### config.mk
export PLATFORM = sky130hd
export DESIGN_NAME = basic_mem_subsys_flat
export DESIGN_NICKNAME = d
export VERILOG_FILES = /design/src/rtl/basic_mem_subsys_if.sv /design/src/rtl/basic_mem_subsys.sv /design/src/flat_wrapper.sv
export SDC_FILE = /design/constraint.sdc
export NUM_CORES = 1
export LEC_CHECK = 0
export ABC_AREA = 1
export CAP_MARGIN = 25
export CORE_UTILIZATION = 45
export CTS_CLUSTER_DIAMETER = 120
export DETAILED_ROUTE_END_ITERATION = 10
export PLACE_DENSITY = 0.62
export SETUP_SLACK_MARGIN = 0.05
export SYNTH_ARGS = -nofsm -noshare
export SYNTH_HDL_FRONTEND = slang
export SYNTH_SLANG_ARGS = --single-unit
### constraint.sdc
create_clock -name i_clk -period 3.76 [get_ports i_clk]
set_clock_uncertainty 0.05 [all_clocks]
set_input_delay 0.752 -clock i_clk [delete_from_list [all_inputs] [get_ports i_clk]]
set_output_delay 0.752 -clock i_clk [all_outputs]
set_load 0.02 [all_outputs]
### src/rtl/basic_mem_subsys_if.sv
// Bus bundle between the basic processor/boot-loader side and basic_mem_subsys.
//   Loader stream : ldValid, ldData, ldLast (to memory), ldReady (from memory)
//   Memory port   : memAddr, memWrData, memWrEnable (to memory), memData (from memory)
// master modport: processor/loader side. slave modport: memory subsystem.
interface basic_mem_subsys_if #(
  parameter int unsigned ADDR_W = 6,
  parameter int unsigned DATA_W = 16
) ();
  logic              ldValid;
  logic [DATA_W-1:0] ldData;
  logic              ldLast;
  logic              ldReady;
  logic [ADDR_W-1:0] memAddr;
  logic [DATA_W-1:0] memWrData;
  logic              memWrEnable;
  logic [DATA_W-1:0] memData;

  modport master (
    output ldValid, ldData, ldLast, memAddr, memWrData, memWrEnable,
    input  ldReady, memData
  );

  modport slave (
    input  ldValid, ldData, ldLast, memAddr, memWrData, memWrEnable,
    output ldReady, memData
  );
endinterface

### src/rtl/basic_mem_subsys.sv
// basic_mem_subsys: unified 2**ADDR_W x DATA_W instruction/data memory with boot loader.
// Holds the processor in reset while the array is cleared and a program is streamed in,
// then serves combinational reads and committed writes, counting the writes.
// Ports:
//   i_clk, i_rst_n : clock, asynchronous active-low reset
//   i_ldStart      : pulse, (re)starts clear + load
//   bus            : loader stream and processor memory port (basic_mem_subsys_if.slave)
//   o_procRst      : active-high processor reset (registered)
//   o_wrCount      : committed processor writes, saturating at 255
//   o_wrViol       : sticky write-guard violation
// Optional feature: define MEM_WR_GUARD_EN to drop RUN writes below DATA_BASE and flag them
// on o_wrViol. Without it all RUN writes commit and o_wrViol stays 0.
module basic_mem_subsys #(
  parameter int unsigned ADDR_W    = 6,
  parameter int unsigned DATA_W    = 16,
  parameter int unsigned DATA_BASE = 32
) (
  input  logic                 i_clk,
  input  logic                 i_rst_n,
  input  logic                 i_ldStart,
  basic_mem_subsys_if.slave    bus,
  output logic                 o_procRst,
  output logic [7:0]           o_wrCount,
  output logic                 o_wrViol
);

  localparam int unsigned       DEPTH        = 2 ** ADDR_W;
  localparam logic [ADDR_W-1:0] PtrMax       = ADDR_W'(DEPTH - 1);
  localparam logic [ADDR_W-1:0] DataBaseAddr = ADDR_W'(DATA_BASE);

`ifdef MEM_WR_GUARD_EN
  localparam bit GuardEn = 1'b1;
`else
  localparam bit GuardEn = 1'b0;
`endif

  typedef enum logic [1:0] {
    StIdle,
    StClear,
    StLoad,
    StRun
  } state_e;

  state_e            state_q, state_d;
  logic [ADDR_W-1:0] ptr_q, ptr_d;
  logic              proc_rst_q, proc_rst_d;
  logic [7:0]        wr_count_q, wr_count_d;
  logic              wr_viol_q, wr_viol_d;

  logic [DATA_W-1:0] mem_q [DEPTH];
  logic              mem_we;
  logic [ADDR_W-1:0] mem_waddr;
  logic [DATA_W-1:0] mem_wdata;
  logic              guard_hit;

  assign guard_hit = GuardEn && (bus.memAddr < DataBaseAddr);

  always_comb begin
    state_d    = state_q;
    ptr_d      = ptr_q;
    wr_count_d = wr_count_q;
    wr_viol_d  = wr_viol_q;
    mem_we     = 1'b0;
    mem_waddr  = ptr_q;
    mem_wdata  = '0;

    if (i_ldStart) begin
      // A restart wins over any same-cycle load word or processor write.
      state_d    = StClear;
      ptr_d      = '0;
      wr_count_d = '0;
      wr_viol_d  = 1'b0;
    end else begin
      unique case (state_q)
        StIdle: ;
        StClear: begin
          mem_we    = 1'b1;
          mem_waddr = ptr_q;
          mem_wdata = '0;
          if (ptr_q == PtrMax) begin
            state_d = StLoad;
            ptr_d   = '0;
          end else begin
            ptr_d = ptr_q + 1'b1;
          end
        end
        StLoad: begin
          if (bus.ldValid) begin
            mem_we    = 1'b1;
            mem_waddr = ptr_q;
            mem_wdata = bus.ldData;
            if (bus.ldLast || (ptr_q == PtrMax)) begin
              state_d = StRun;
              ptr_d   = '0;
            end else begin
              ptr_d = ptr_q + 1'b1;
            end
          end
        end
        StRun: begin
          if (bus.memWrEnable) begin
            if (guard_hit) begin
              wr_viol_d = 1'b1;
            end else begin
              mem_we    = 1'b1;
              mem_waddr = bus.memAddr;
              mem_wdata = bus.memWrData;
              if (wr_count_q != 8'hFF) begin
                wr_count_d = wr_count_q + 8'd1;
              end
            end
          end
        end
        default: state_d = StIdle;
      endcase
    end

    // Registered so it tracks the state the FSM is about to be in.
    proc_rst_d = (state_d != StRun);
  end

  always_ff @(posedge i_clk or negedge i_rst_n) begin
    if (!i_rst_n) begin
      state_q    <= StIdle;
      ptr_q      <= '0;
      proc_rst_q <= 1'b1;
      wr_count_q <= '0;
      wr_viol_q  <= 1'b0;
    end else begin
      state_q    <= state_d;
      ptr_q      <= ptr_d;
      proc_rst_q <= proc_rst_d;
      wr_count_q <= wr_count_d;
      wr_viol_q  <= wr_viol_d;
    end
  end

  // Array contents deliberately survive reset.
  always_ff @(posedge i_clk) begin
    if (mem_we) begin
      mem_q[mem_waddr] <= mem_wdata;
    end
  end

  assign bus.ldReady = (state_q == StLoad);
  assign bus.memData = (state_q == StRun) ? mem_q[bus.memAddr] : '0;
  assign o_procRst   = proc_rst_q;
  assign o_wrCount   = wr_count_q;
  assign o_wrViol    = wr_viol_q;

endmodule

### src/flat_wrapper.sv
// flat-port wrapper written by rule: the top's interface ports become plain ports
module basic_mem_subsys_flat 
#(
  parameter int unsigned ADDR_W    = 6,
  parameter int unsigned DATA_W    = 16,
  parameter int unsigned DATA_BASE = 32
)
  (i_clk, i_rst_n, i_ldStart, o_procRst, o_wrCount, o_wrViol, bus_ldValid, bus_ldData, bus_ldLast, bus_memAddr, bus_memWrData, bus_memWrEnable, bus_ldReady, bus_memData);
  basic_mem_subsys_if #(.ADDR_W(ADDR_W), .DATA_W(DATA_W)) bus_i ();
  input  logic i_clk;
  input  logic i_rst_n;
  input  logic i_ldStart;
  output logic o_procRst;
  output logic [7:0] o_wrCount;
  output logic o_wrViol;
  input wire logic [$bits(bus_i.ldValid)-1:0] bus_ldValid;
  input wire logic [$bits(bus_i.ldData)-1:0] bus_ldData;
  input wire logic [$bits(bus_i.ldLast)-1:0] bus_ldLast;
  input wire logic [$bits(bus_i.memAddr)-1:0] bus_memAddr;
  input wire logic [$bits(bus_i.memWrData)-1:0] bus_memWrData;
  input wire logic [$bits(bus_i.memWrEnable)-1:0] bus_memWrEnable;
  output wire logic [$bits(bus_i.ldReady)-1:0] bus_ldReady;
  output wire logic [$bits(bus_i.memData)-1:0] bus_memData;
  assign bus_i.ldValid = bus_ldValid;
  assign bus_i.ldData = bus_ldData;
  assign bus_i.ldLast = bus_ldLast;
  assign bus_i.memAddr = bus_memAddr;
  assign bus_i.memWrData = bus_memWrData;
  assign bus_i.memWrEnable = bus_memWrEnable;
  assign bus_ldReady = bus_i.ldReady;
  assign bus_memData = bus_i.memData;
  basic_mem_subsys #(.ADDR_W(ADDR_W), .DATA_W(DATA_W), .DATA_BASE(DATA_BASE)) u_core (.i_clk(i_clk), .i_rst_n(i_rst_n), .i_ldStart(i_ldStart), .bus(bus_i), .o_procRst(o_procRst), .o_wrCount(o_wrCount), .o_wrViol(o_wrViol));
endmodule
Word level (Yosys, flattened, before mapping):

Memory sizes are Yosys's and may differ from the RTL's.
Cells that the tools add are included.
Widths: inputs -> output; s select.

* word-level logic and storage cells: 49
* memories kept: 1
* input bits: 44
* flip-flop bits (word level): 17
* output and inout port bits: 27
* RAM bits: 1024

* reductions and logical operators: 7
* add/subtract/negate cells: 2
* eq/ne operators: 7
* mux-type cells: 28

Memory list
* u_core.mem_q: words 64, width 16, read ports 1, clocked after Yosys merged registers in 0, write ports 1, RTL line basic_mem_subsys.sv:50 `logic [DATA_W-1:0] mem_q [DEPTH];`

Operators by type and width (number)
* $mux 16: 4
* $mux 6: 7
* $mux 8: 4
* $pmux 16 s2: 1
* $pmux 6 s2: 1
* $add 8x1->8 const B: 1
* $mux 2: 4
* $ne 8x8->1 const B: 1
* $add 6x1->6 const B: 1
* $eq 6x6->1 const B: 1
* $reduce_bool 2->1: 3
* $mux 1: 5
* $eq 2x2->1 const B: 2
* $pmux 2 s2: 1
* $ne 3x3->1 const B: 1
* $pmux 1 s3: 1
* $reduce_and 3->1: 1
* $reduce_bool 3->1: 1
* $eq 2x1->1 const B: 1
* $ne 2x2->1 const B: 1
* $reduce_and 2->1: 1
* $logic_or 1x1->1: 1

Longest topological paths before layout:

* depth in word-level cells: 7
* mapped depth: 12
* depth with buffers taken out: 12

Worst setup path after synthesis:

OpenSTA, ideal clock, no wires.

* kind: register to register
* start: register u_core.state_q[0]
* end: memory u_core.mem_q[0][10] (data pin)
* cell stages (with the launch flop): 8
* required time: 3.162 ns
* clock period less this slack: 3.841 ns
* slack: -0.081 ns
* data arrival time: 3.243 ns
* setup time: 0.548 ns
* buffers on the path: 1
* cell sequence: dfrtp_1 inv_1 ha_1 nand2_1 inv_1 clkbuf_1 nand2_1 a21oi_1

* longest elaborated chain between the ends: 3
* elaborated cells on any way between the ends: 4
* classes of those cells: eq/ne (2); mux (2)

Ends and longest elaborated chain
* start, declared: RTL line basic_mem_subsys.sv:44 `state_e state_q, state_d;`
* start signal, assigned: RTL line basic_mem_subsys.sv:124 `state_q <= StIdle;`
* start signal, assigned: RTL line basic_mem_subsys.sv:130 `state_q <= state_d;`
* $eq 2x2->1
* net bus_ldReady: RTL line flat_wrapper.sv:22 `output wire logic [$bits(bus_i.ldReady)-1:0] bus_ldReady;`
* $pmux 16 s2: RTL line basic_mem_subsys.sv:74 `unique case (state_q)`
* $mux 16: RTL line basic_mem_subsys.sv:67 `if (i_ldStart) begin`
* net u_core.mem_wdata[10]: RTL line basic_mem_subsys.sv:53 `logic [DATA_W-1:0] mem_wdata;`
* end, declared: RTL line basic_mem_subsys.sv:50

The timed path passes the listed nets, and every way through them passes these cells.

Final worst setup path:

* start: input port bus_memAddr[0]
* end: output port bus_memData[7]

* longest elaborated chain between the ends: 2

Ends and longest elaborated chain
* start, declared: RTL line flat_wrapper.sv:19 `input wire logic [$bits(bus_i.memAddr)-1:0] bus_memAddr;`
* $mem_v2 64x16
* $mux 16: RTL line basic_mem_subsys.sv:146 `assign bus.memData = (state_q == StRun) ? mem_q[bus.memAddr] : '0;`
* end, declared: RTL line flat_wrapper.sv:23 `output wire logic [$bits(bus_i.memData)-1:0] bus_memData;`

No other way between the ends.

==> qor.csv <==
stage,metric,value,unit
status,status,"finished, final reports clean",
worst_setup_path,crit_fanout,21,
logic_synthesis,synthFlopType,edfxtp_1,
worst_setup_path,cp.arrival,2.83,ns
power,cellLeakagePower,18.8,nW
logic_synthesis,synth_edf_count,1024,
cts,cts_buffer_depth,3,
sta,fin_setup_tns,0,ns
logic_synthesis,synth-seq-cells,1041,
worst_setup_path,cp_slowest_cell,nand2_1,
floorplanning,die_w,312,um
global_routing,grt_max_degree,65,
cells_and_area,area_growth,18.9,%
cells_and_area,drive_gt1_share,13.6,%
route,first_iter_violations,3543,
placed_design,hpwlAfterDp,71300,um
floorplanning,die-area,97000,sq um
route,antenna_left,0,
logic_synthesis,synth_top_area_share,71.3,%
placed_design,place_area,47300,sq um
worst_setup_path,path_class,in -> out,
sta,worst_slew_pin_slew,1.01,ns
power,ir_worst_vdd,0.362,mV
sta,final-hold-violation-count,0,
placed_design,dp.cells,5072,
flow_run,drv_cap,0,
cts,cts_tree,built,
placed_design,numPortBuffers,69,
floorplanning,core-area,95000,sq um
floorplanning,fp-row-count,113,
worst_setup_path,critPathRequiredTime,2.96,ns
logic_synthesis,synth_most_common_cell,nand2_1,
cells_and_area,fin_cells,5284,
global_routing,track_usage,24.9,%
global_routing,grt_pass1_vias,27800,
floorplanning,die_height,312,um
sta,final.period_utilization,96.6,%
logic_synthesis,ys_types,36,
cells_and_area,fin_nets,3980,
sta,worst_hold_slack,0.382,ns
logic_synthesis,synth_area,43100,sq um
cts,cts_root_buf,clkbuf_16,
route,routedWlPerCell,23.1,um
logic_synthesis,ys_async_sr_fraction,1.63,%
worst_setup_path,crit_path_start_kind,primary input,
logic_synthesis,netlist_instances,3698,
power,power_density,497,nW/um^2
sta,relSlewSlack,32.5,%
logic_synthesis,synth_common_cells,"nand2_1 (1346), edfxtp_1 (1024), nand3_1 (875), buf_2 (96), nor2_1 (71)",
worst_setup_path,path_common_cell,nand3_1,
logic_synthesis,synth_largest_area_cell,edfxtp_1,
sta,fmax,275,MHz
cells_and_area,final_area,51300,sq um
floorplanning,initial_utilization,45.4,%
cts,cts_buffers,104,
global_routing,antenna_found_initial,1,
cts,clk_latency,0.67,ns
logic_synthesis,ys_seq_area_share,72.3,%
logic_synthesis,synthesis.nets,3748,
sta,setup_slack,0.128,ns
worst_hold_path,hold_path.class,in -> reg,
sta,finalCriticalPeriod,3.63,ns
global_routing,grt-ovfl-total,0,
cts,htreeDepth,3,
worst_setup_path,path_cells,buf_16 > inv_6 > buf_12 > nand2_1 > nand3_1 > nand3_1 > nand2_1 > nand2_1 > nand3_1 > nand3_1 > a21oi_1 > buf_4 > dlymetal6s2s_1,
placed_design,globalplace.congestion,0.903,
global_routing,grt_pass1_wl,180000,um
worst_setup_path,end_kind,output port,
cts,path_clk_slew,0.06,ns
worst_setup_path,max_stage_delay,0.23,ns
cts,cts.sinks,1041,
route,wl,122000,um
sta,finalSetupViolations,0,
placed_design,pre_cts_ws,-0.396,ns
logic_synthesis,syn_avg_cell_area,11.7,sq um
route,drc,0,
route,viasPerCell,5.56,
route,drtPass1Iterations,5,
route,vias,29400,
logic_synthesis,ys_top_cells_by_area,"edfxtp_1 (71%), nand2_1 (12%), nand3_1 (10%)",
sta,maxSlewViolCount,0,
floorplanning,io_pins,71,
sta,rsz0062_at_grt,true,
logic_synthesis,yosysWarningCount,0,
[what timing repair did]
item / 4_1_cts / 5_1_grt
endpoints found under the hold margin: 0 / 0
resized for setup: 40 / 22
gates cloned: 4 / 2
hold buffers: 0 / 0
setup endpoints to repair: 16 / 9
setup buffers: 1 / 11
pin swaps: 2 / 0
[path summary, 6_finish.rpt]
path / start / cells past startpoint / slack [ns] / to
max in group asynchronous: i_rst_n / 1 / 2.65 / u_core.ptr_q[4]$_DFFE_PN0P_
min in group asynchronous: i_rst_n / 1 / 0.50 / u_core.o_wrCount[3]$_DFFE_PN0P_
worst min register to register: u_core.o_wrCount[5]$_DFFE_PN0P_ / 1 / 0.47 / u_core.o_wrCount[5]$_DFFE_PN0P_
worst max-delay path: bus_memAddr[0] / 13 / 0.13 / bus_memData[7]
worst min-delay path: i_ldStart / 4 / 0.38 / u_core.o_wrCount[7]$_DFFE_PN0P_
worst max register to register: u_core.state_q[1]$_DFF_PN0_ / 9 / 0.39 / u_core.mem_q[31][12]$_DFFE_PP_
[through the flow]
stage | total power [mW] | util [%]
after global routing | 26.2 | 53.9
after global placement | 14.9 | 49.8
after CTS | 25.6 | 53.7
after detailed placement | 14.9 | 49.8
final | 25.5 | 53.9
after floorplan | 14.1 | -
[layer usage]
metal / GRT usage, % / routed length [um] / vias to the layer above
met2: 37.9 / 54600 / 1303
met1: 36.0 / 52900 / 14400
met5: 0 / 0 / -
met3: 4.98 / 11000 / 187
li1: - / - / 13500
met4: 8.02 / 3640 / 0
[cell families after synthesis]
| kind of cell | count (synthesis) | synth area share, % |
|---|---|---|
| flip-flops | 1041 | 72.3 |
| adder cells (fa/ha/maj) | 6 | 0.174 |
| AND/OR/NAND/NOR | 2318 | 23.0 |
| buffers and inverters | 265 | 3.63 |
| AO/OA/AOI/OAI | 66 | 0.850 |
| XOR/XNOR | 1 | 0.0203 |
| other | 1 | 0.00870 |
[where the power goes]
part | internal (mW) | switching (mW) | leakage [nW] | total (mW)
registers | 12.7 | 0.0546 | 8.94 | 12.8
clock network | 6.31 | 4.40 | 1.73 | 10.7
logic | 0.659 | 1.33 | 8.18 | 1.99
total | 19.7 | 5.79 | 18.8 | 25.5
[registers in the layout, indices dropped and copies added, names as in the netlist]
register and flops:
u_core.mem_q 1024, u_core.o_wrCount 8, u_core.ptr_q 6, u_core.state_q 2, u_core.o_procRst 1
[cells in the final DEF, fill, tap and decap left out, types with 2 or more instances in the layout]
cell type,instances
clkbuf_2,3
ha_1,6
nor4_2,2
o21ai_2,3
inv_2,7
inv_1,23
o21ai_0,11
nor2_1,69
dfrtp_1,16
edfxtp_1,1024
buf_12,82
buf_6,2
dlymetal6s2s_1,4
clkinv_1,20
clkbuf_1,11
buf_4,197
a21oi_1,24
clkinv_4,2
clkinvlp_4,8
nand2_2,2
bufbuf_16,2
bufinv_16,16
nand2_1,1345
nor2_4,4
buf_16,8
clkdlybuf4s50_1,48
nor3_2,6
clkbuf_16,109
nand3_1,859
a21oi_4,17
a21oi_2,5
nand4_2,2
buf_2,2
nor2_2,3
nand3_2,23
clkinv_2,28
inv_6,5
[cell type report]
type / instances / area, sq um
flip-flops and latches: 1041 / 31200
repair buffers: 353 / 4070
repair inverters: 2 / 25.0
clock buffers: 119 / 2730
inverters: 36 / 165
well taps: 1265 / 1580
fillers: 8018 / 43800
diodes: 1 / 2.50
clock inverters: 75 / 793
multi-input cells: 2392 / 10700
[worst max-delay path, delay by kind of cell]
kind | cells | cell delay [ns]
and+or+nand+nor | 7 | 0.94
buffers and inverters | 5 | 0.89
AOI/OAI and AO/OA | 1 | 0.18
(Power assumes the default switching activity.)
